## src/rtl/md_pkg.sv

```systemverilog
// Shared definitions for the multiply/divide unit: op encodings, FSM states, sizing helper.
package md_pkg;

  localparam logic [3:0] MD_NOP   = 4'd0;
  localparam logic [3:0] MD_MULT  = 4'd1;
  localparam logic [3:0] MD_MULTU = 4'd2;
  localparam logic [3:0] MD_DIV   = 4'd3;
  localparam logic [3:0] MD_DIVU  = 4'd4;
  localparam logic [3:0] MD_MTHI  = 4'd5;
  localparam logic [3:0] MD_MTLO  = 4'd6;
  localparam logic [3:0] MD_MADD  = 4'd7;
  localparam logic [3:0] MD_MADDU = 4'd8;
  localparam logic [3:0] MD_MSUB  = 4'd9;
  localparam logic [3:0] MD_MSUBU = 4'd10;

  typedef enum logic [1:0] {
    IDLE = 2'd0,
    MUL  = 2'd1,
    DIV  = 2'd2
  } md_state_t;

  // Bits needed to hold values 0..v-1 (minimum 1).
  function automatic int unsigned clog2(input int unsigned v);
    int unsigned r;
    r = 1;
    for (int unsigned i = 1; i < 32; i++) begin
      if ((64'd1 << i) < 64'(v)) r = i + 1;
    end
    return r;
  endfunction

endpackage

```

## src/rtl/md_divider.sv

```systemverilog
// Iterative restoring divider: one quotient bit per clock, WIDTH clocks from go to final result.
// The first bit is resolved on the go edge itself, so done is high in the WIDTH-th cycle.
module md_divider
  import md_pkg::*;
#(
  parameter int unsigned WIDTH = 32
) (
  input  logic             clk,
  input  logic             reset,
  input  logic             go,
  input  logic             cancel,
  input  logic [WIDTH-1:0] dividend,
  input  logic [WIDTH-1:0] divisor,
  input  logic             signed_mode,
  output logic             done,
  output logic [WIDTH-1:0] quotient,
  output logic [WIDTH-1:0] remainder
);

  localparam int unsigned CW = clog2(WIDTH);

  logic             r_active;
  logic             r_done;
  logic [CW-1:0]    r_cnt;
  logic [WIDTH-1:0] r_rem;
  logic [WIDTH-1:0] r_quo;
  logic [WIDTH-1:0] r_div;
  logic             r_neg_q;
  logic             r_neg_r;

  logic [WIDTH-1:0] w_dvd_mag;
  logic [WIDTH-1:0] w_dvs_mag;
  logic [WIDTH-1:0] w_rem_in;
  logic [WIDTH-1:0] w_quo_in;
  logic [WIDTH-1:0] w_div_in;
  logic [WIDTH:0]   w_t;
  logic             w_ge;
  logic [WIDTH-1:0] w_rem_nx;
  logic [WIDTH-1:0] w_quo_nx;
  logic             w_last;

  // One restoring step, fed from the raw operands on the go edge and from state afterwards.
  always_comb begin
    w_dvd_mag = (signed_mode && dividend[WIDTH-1]) ? -dividend : dividend;
    w_dvs_mag = (signed_mode && divisor[WIDTH-1])  ? -divisor  : divisor;
    w_rem_in  = go ? '0        : r_rem;
    w_quo_in  = go ? w_dvd_mag : r_quo;
    w_div_in  = go ? w_dvs_mag : r_div;
    w_t       = {w_rem_in, w_quo_in[WIDTH-1]};
    w_ge      = (w_t >= {1'b0, w_div_in});
    w_rem_nx  = w_ge ? WIDTH'(w_t - {1'b0, w_div_in}) : w_t[WIDTH-1:0];
    w_quo_nx  = {w_quo_in[WIDTH-2:0], w_ge};
    w_last    = (r_cnt == CW'(WIDTH - 1));
  end

  always_ff @(posedge clk or posedge reset) begin
    if (reset) begin
      r_active <= 1'b0;
      r_done   <= 1'b0;
      r_cnt    <= '0;
      r_rem    <= '0;
      r_quo    <= '0;
      r_div    <= '0;
      r_neg_q  <= 1'b0;
      r_neg_r  <= 1'b0;
    end else begin
      r_done <= 1'b0;
      if (go) begin
        r_active <= 1'b1;
        r_cnt    <= CW'(1);
        r_rem    <= w_rem_nx;
        r_quo    <= w_quo_nx;
        r_div    <= w_dvs_mag;
        r_neg_q  <= signed_mode && (dividend[WIDTH-1] ^ divisor[WIDTH-1]);
        r_neg_r  <= signed_mode && dividend[WIDTH-1];
      end else if (r_active) begin
        if (cancel) begin
          r_active <= 1'b0;
        end else if (w_last) begin
          // Final step also applies the truncate-toward-zero sign fix-up.
          r_active <= 1'b0;
          r_done   <= 1'b1;
          r_quo    <= r_neg_q ? -w_quo_nx : w_quo_nx;
          r_rem    <= r_neg_r ? -w_rem_nx : w_rem_nx;
        end else begin
          r_cnt <= r_cnt + CW'(1);
          r_rem <= w_rem_nx;
          r_quo <= w_quo_nx;
        end
      end
    end
  end

  assign done      = r_done;
  assign quotient  = r_quo;
  assign remainder = r_rem;

endmodule

```

## src/rtl/md_unit.sv

```systemverilog
// Iterative multiply/divide unit with HI/LO registers and start/busy/cancel handshake.
// Define MDU_MACC_EN to enable the MADD/MADDU/MSUB/MSUBU accumulate ops.
module md_unit
  import md_pkg::*;
#(
  parameter int unsigned WIDTH   = 32,
  parameter int unsigned MUL_LAT = 5
) (
  input  logic             clk,
  input  logic             reset,
  input  logic             start,
  input  logic [3:0]       op,
  input  logic [WIDTH-1:0] a,
  input  logic [WIDTH-1:0] b,
  input  logic             cancel,
  output logic             busy,
  output logic [WIDTH-1:0] hi,
  output logic [WIDTH-1:0] lo,
  output logic             div_by_zero
);

  localparam int unsigned DIV_LAT = WIDTH;
  localparam int unsigned MAX_LAT = (MUL_LAT > DIV_LAT) ? MUL_LAT : DIV_LAT;
  localparam int unsigned CW      = clog2(MAX_LAT);

  md_state_t        r_state, w_state_nx;
  logic [CW-1:0]    r_cnt, w_cnt_nx;
  logic             r_busy, w_busy_nx;
  logic             r_dz, w_dz_nx;
  logic [WIDTH-1:0] r_hi, w_hi_nx;
  logic [WIDTH-1:0] r_lo, w_lo_nx;
  logic [WIDTH-1:0] r_a, w_a_nx;
  logic [WIDTH-1:0] r_b, w_b_nx;
  logic [3:0]       r_op, w_op_nx;

  logic               w_legal;
  logic               w_accept;
  logic               w_div_go;
  logic               w_mul_signed;
  logic [2*WIDTH-1:0] w_ma, w_mb, w_prod, w_mul_res;
  logic               w_dv_done;
  logic [WIDTH-1:0]   w_dv_q, w_dv_r;

  always_comb begin
    w_legal = 1'b0;
    case (op)
      MD_MULT, MD_MULTU, MD_DIV, MD_DIVU, MD_MTHI, MD_MTLO: w_legal = 1'b1;
`ifdef MDU_MACC_EN
      MD_MADD, MD_MADDU, MD_MSUB, MD_MSUBU:                 w_legal = 1'b1;
`endif
      default:                                              w_legal = 1'b0;
    endcase
  end

  assign w_accept = start && !r_busy && !cancel && w_legal;

  // Low 2*WIDTH bits of the extended product are correct for both signed and unsigned.
  always_comb begin
    w_mul_signed = (r_op == MD_MULT) || (r_op == MD_MADD) || (r_op == MD_MSUB);
    w_ma   = {{WIDTH{w_mul_signed & r_a[WIDTH-1]}}, r_a};
    w_mb   = {{WIDTH{w_mul_signed & r_b[WIDTH-1]}}, r_b};
    w_prod = w_ma * w_mb;
  end

  always_comb begin
    w_mul_res = w_prod;
`ifdef MDU_MACC_EN
    case (r_op)
      MD_MADD, MD_MADDU: w_mul_res = {r_hi, r_lo} + w_prod;
      MD_MSUB, MD_MSUBU: w_mul_res = {r_hi, r_lo} - w_prod;
      default:           w_mul_res = w_prod;
    endcase
`endif
  end

  md_divider #(.WIDTH(WIDTH)) u_div (
    .clk        (clk),
    .reset      (reset),
    .go         (w_div_go),
    .cancel     (cancel),
    .dividend   (a),
    .divisor    (b),
    .signed_mode(op == MD_DIV),
    .done       (w_dv_done),
    .quotient   (w_dv_q),
    .remainder  (w_dv_r)
  );

  always_ff @(posedge clk or posedge reset) begin
    if (reset) begin
      r_state <= IDLE;
      r_cnt   <= '0;
      r_busy  <= 1'b0;
      r_dz    <= 1'b0;
      r_hi    <= '0;
      r_lo    <= '0;
      r_a     <= '0;
      r_b     <= '0;
      r_op    <= MD_NOP;
    end else begin
      r_state <= w_state_nx;
      r_cnt   <= w_cnt_nx;
      r_busy  <= w_busy_nx;
      r_dz    <= w_dz_nx;
      r_hi    <= w_hi_nx;
      r_lo    <= w_lo_nx;
      r_a     <= w_a_nx;
      r_b     <= w_b_nx;
      r_op    <= w_op_nx;
    end
  end

  // Next-state and register update; HI/LO only move on MTHI/MTLO or at completion.
  always_comb begin
    w_state_nx = r_state;
    w_cnt_nx   = r_cnt;
    w_busy_nx  = r_busy;
    w_dz_nx    = 1'b0;
    w_hi_nx    = r_hi;
    w_lo_nx    = r_lo;
    w_a_nx     = r_a;
    w_b_nx     = r_b;
    w_op_nx    = r_op;
    w_div_go   = 1'b0;
    case (r_state)
      IDLE: begin
        if (w_accept) begin
          case (op)
            MD_MTHI: w_hi_nx = a;
            MD_MTLO: w_lo_nx = a;
            MD_DIV, MD_DIVU: begin
              w_state_nx = DIV;
              w_busy_nx  = 1'b1;
              w_cnt_nx   = CW'(DIV_LAT - 1);
              w_div_go   = 1'b1;
              w_a_nx     = a;
              w_b_nx     = b;
              w_op_nx    = op;
            end
            default: begin
              w_state_nx = MUL;
              w_busy_nx  = 1'b1;
              w_cnt_nx   = CW'(MUL_LAT - 1);
              w_a_nx     = a;
              w_b_nx     = b;
              w_op_nx    = op;
            end
          endcase
        end
      end
      MUL: begin
        if (cancel) begin
          w_state_nx = IDLE;
          w_busy_nx  = 1'b0;
          w_cnt_nx   = '0;
        end else if (r_cnt == '0) begin
          w_state_nx         = IDLE;
          w_busy_nx          = 1'b0;
          {w_hi_nx, w_lo_nx} = w_mul_res;
        end else begin
          w_cnt_nx = r_cnt - CW'(1);
        end
      end
      DIV: begin
        if (cancel) begin
          w_state_nx = IDLE;
          w_busy_nx  = 1'b0;
          w_cnt_nx   = '0;
        end else if (w_dv_done) begin
          w_state_nx = IDLE;
          w_busy_nx  = 1'b0;
          w_cnt_nx   = '0;
          if (r_b == '0) begin
            w_dz_nx = 1'b1;
          end else begin
            w_hi_nx = w_dv_r;
            w_lo_nx = w_dv_q;
          end
        end else begin
          w_cnt_nx = r_cnt - CW'(1);
        end
      end
      default: begin
        w_state_nx = IDLE;
        w_busy_nx  = 1'b0;
      end
    endcase
  end

  assign busy        = r_busy;
  assign hi          = r_hi;
  assign lo          = r_lo;
  assign div_by_zero = r_dz;

endmodule
```

## config.mk

```make
export PLATFORM = sky130hd
export DESIGN_NAME = md_unit
export DESIGN_NICKNAME = d
export VERILOG_FILES = /design/src/rtl/md_pkg.sv /design/src/rtl/md_divider.sv /design/src/rtl/md_unit.sv
export SDC_FILE = /design/constraint.sdc
export NUM_CORES = 2
export LEC_CHECK = 0
export CAP_MARGIN = 10
export CORE_UTILIZATION = 45
export CTS_CLUSTER_SIZE = 25
export DETAILED_ROUTE_END_ITERATION = 10
export PLACE_DENSITY_LB_ADDON = 0.1
export SLEW_MARGIN = 10
export SYNTH_ARGS = -nofsm -noshare
export SYNTH_HDL_FRONTEND = slang
export SYNTH_HIERARCHICAL = 1
export SYNTH_SLANG_ARGS = --single-unit
```

## constraint.sdc

```tcl
create_clock -name clk -period 9.6 [get_ports clk]
set_input_delay 1.92 -clock clk [delete_from_list [all_inputs] [get_ports clk]]
set_output_delay 1.92 -clock clk [all_outputs]
set_load 0.1 [all_outputs]
```

==> metrics <==
outcome=completed; total number of nets in the final design=7537; number of instances resized during post-cts repair=0; starting utilization of the core area=45.47%; global route total overflow=0; fillers=11713; Top Layer Used=met5; number of setup violations in the final report=0; drt first pass iters=6; hold buffer count at cts=0; pin count of the biggest net entering global routing=68; chip height=350.4 um; clock latency of the later-clocked register in the worst-skew pair=570 ps; Rel. slew slack=20.12%; setup fix buffers added after clock tree synthesis=0; aggregate routed wire length=177900 um; sum of routed wire segments on met1=78280 um; required time of the critical path=10040 ps; CTS tree=done; global-route usage over all layers=29.90%; clock period minus final worst setup slack=9009 ps; core region area=120100 um^2; average footprint of a synthesized cell=8.922 um^2; signed area change from the synthesized netlist to the final layout=7.723%; synthesized instance count=6123; residual antenna-violating net count after detailed routing=0; number of buffers inserted during clock tree synthesis=29; Max Buffers Root-to-Sink=3; slew at the pin closest to its max-slew limit=1198 ps; CP Max Fanout=22; met2 wirelength from detailed routing=82840 um; Slowest-stage cell, CP=dfrtp_1; total via count after detailed routing=42292; source of the critical timing path=r_b[18]$_DFFE_PP0P_; number of rows in the core area=127; worst setup path class=flip-flop to flip-flop; vias in the first global route=44148; Die ar.=122800 um^2; via density per instance=5.480; highest cell delay on the worst timing path=1010 ps; path category of the worst min-delay check=flip-flop to flip-flop; number of flip-flops and latches in the synthesized netlist=246; htree depth=1; gp weighted congestion=0.9150; final HPWL from detailed placement=146000 um; critical path startpoint category=flip-flop; Hold Vio Cnt, Final=0; part of the Yosys area used for sequential elements=11.27%; die width=350.4 um; post-detailed-route DRC marker count=0; Arr. time, crit path=9450 ps; FMAX=0.1110 GHz; hold path startpoint=lo[14]$_DFFE_PP0P_; number of DRC violations after detailed-routing iteration 0=3175; met3 wire len=10980 um; Netlist cell types=118; Worst R2R Start=r_b[18]$_DFFE_PP0P_; most frequent cells in the layout=inv_1, fa_1, nand2_1; Final period util=93.85%; master cell of the clock root buffer=clkbuf_16; number of input and output port buffers inserted=137; Max-Cap Viols=0; I/O pin cnt=138; clock transition at the registers of the reported paths=60 ps; Wirelength per Cell=23.05 um; TritonCTS sink count=246; fraction of final layout cells sized beyond drive strength 1=6.011%; number of nets produced by synthesis=7576; aggregate negative setup slack=0 ps; Most common cell on crit path=fa_1; number of flops mapped to enable cells by yosys=0; number of max-slew violations in the final report=0; Post-synth top flop=dfrtp_1; setup repair after global routing missed its margin=no; Worst Setup End Kind=flip-flop; global-route wire length before repair=277000 um; combined area of all synthesized cells=54630 um^2; initial antenna violation count=7; Yosys warnings=6; Setup Skew=20.42 ps; Async SR Flop Fraction=100.0%; commonest non-fill, non-tap cell in the layout=inv_1; post-layout utilization of the core=48.99%
-- kinds of logic (layout without fill, tap and decap cells) --
family | Yosys count | count (layout) | synth area share, %
buffers and inverters | 1581 | 1563 | 11.12
XOR/XNOR | 215 | 215 | 3.447
AND/OR/NAND/NOR | 1859 | 1859 | 15.92
flip-flops | 246 | 246 | 11.27
other | 0 | 1 | 0
multiplexers | 97 | 97 | 1.956
AO/OA/AOI/OAI | 744 | 744 | 9.180
adder cells (fa/ha/maj) | 1381 | 1381 | 47.10
-- per-layer routing --
metal	global-route usage, %	up-vias
met5	0	-
li1	-	18683
met1	42.27	21994
met2	48.38	1387
met4	8.333	2
met3	3.658	226
-- per-stage QoR --
stage	setup slack, ps	area [um^2]	cells	hold slack, ps
2_1_floorplan	384.0	54630	6123	454.3
3_5_place_dp	664.4	57740	7665	465.0
5_1_grt	181.8	58850	7718	486.6
6_report	590.7	58850	7718	474.8
3_3_place_gp	631.0	57740	7665	464.1
4_1_cts	641.9	58840	7717	478.3
-- final timing paths --
check                                          end  slack, ps  depth (start not counted)
worst min register to register  lo[14]$_DFFE_PP0P_        470                          2
worst min-delay path            lo[14]$_DFFE_PP0P_        470                          2
worst max register to register  hi[28]$_DFFE_PP0P_        590                         26
max in group asynchronous       hi[18]$_DFFE_PP0P_       5860                          4
worst max-delay path            hi[28]$_DFFE_PP0P_        590                         26
min in group asynchronous        lo[0]$_DFFE_PP0P_       1870                          2
-- cell type report --
cell class,count,area [um^2],share of cell area (%)
well taps,1612,2017,3.427
clock buffers,35,778.2,1.323
flip-flops and latches,246,6156,10.46
multi-input cells,4296,42430,72.10
repair buffers,290,2555,4.342
diodes,1,2.502,0.004252
inverters,1221,4591,7.801
clock inverters,17,321.6,0.5464
-- critical path, delay by kind of cell, from the launching register on --
kind / cells / cell delay, ps
AO/OA/AOI/OAI: 7 / 1620
adder cells (fa/ha/maj): 9 / 4460
buffers and inverters: 6 / 750
flip-flops: 1 / 1010
AND/OR/NAND/NOR: 4 / 1030
-- cells in the mapped netlist, drive strengths merged, types with 10 or more instances --
cell type  count  share of area, %
mux2i         22              0.41
o21a          11              0.15
mux2          75               1.5
nand2b        19              0.22
a21oi        199               1.8
nand3         51              0.49
a21o          64              0.88
a221oi        46              0.78
and3          37              0.44
o21bai        14              0.20
inv         1221               8.4
o31ai         52              0.76
xor2          86               1.4
clkbuf       320               2.3
nand3b        10              0.14
ha           255               5.8
nand2        976               6.7
or3           19              0.22
nor4          24              0.40
a211oi        28              0.41
nor3          45              0.45
nor2         240               1.7
buf           37              0.36
fa          1126                41
dfrtp        246                11
and2         309               3.5
nand4         31              0.36
or2           16              0.18
o41ai         12              0.21
xnor2        129               2.1
nor2b         46              0.54
a31oi         32              0.39
o21ai        169               1.6
-- state kept, by name (all words and copies together), names as in the netlist --
register         count
busy                 1
div_by_zero          1
hi                  32
lo                  32
r_a                 32
r_b                 32
r_cnt                5
r_op                 4
r_state              2
u_div/done           1
u_div/quotient      32
u_div/r_active       1
u_div/r_cnt          5
u_div/r_div         32
u_div/r_neg_q        1
u_div/r_neg_r        1
u_div/remainder     32
Power is not shown: default switching activity piles up to over one toggle a cycle in this logic, so the estimate is an artifact.
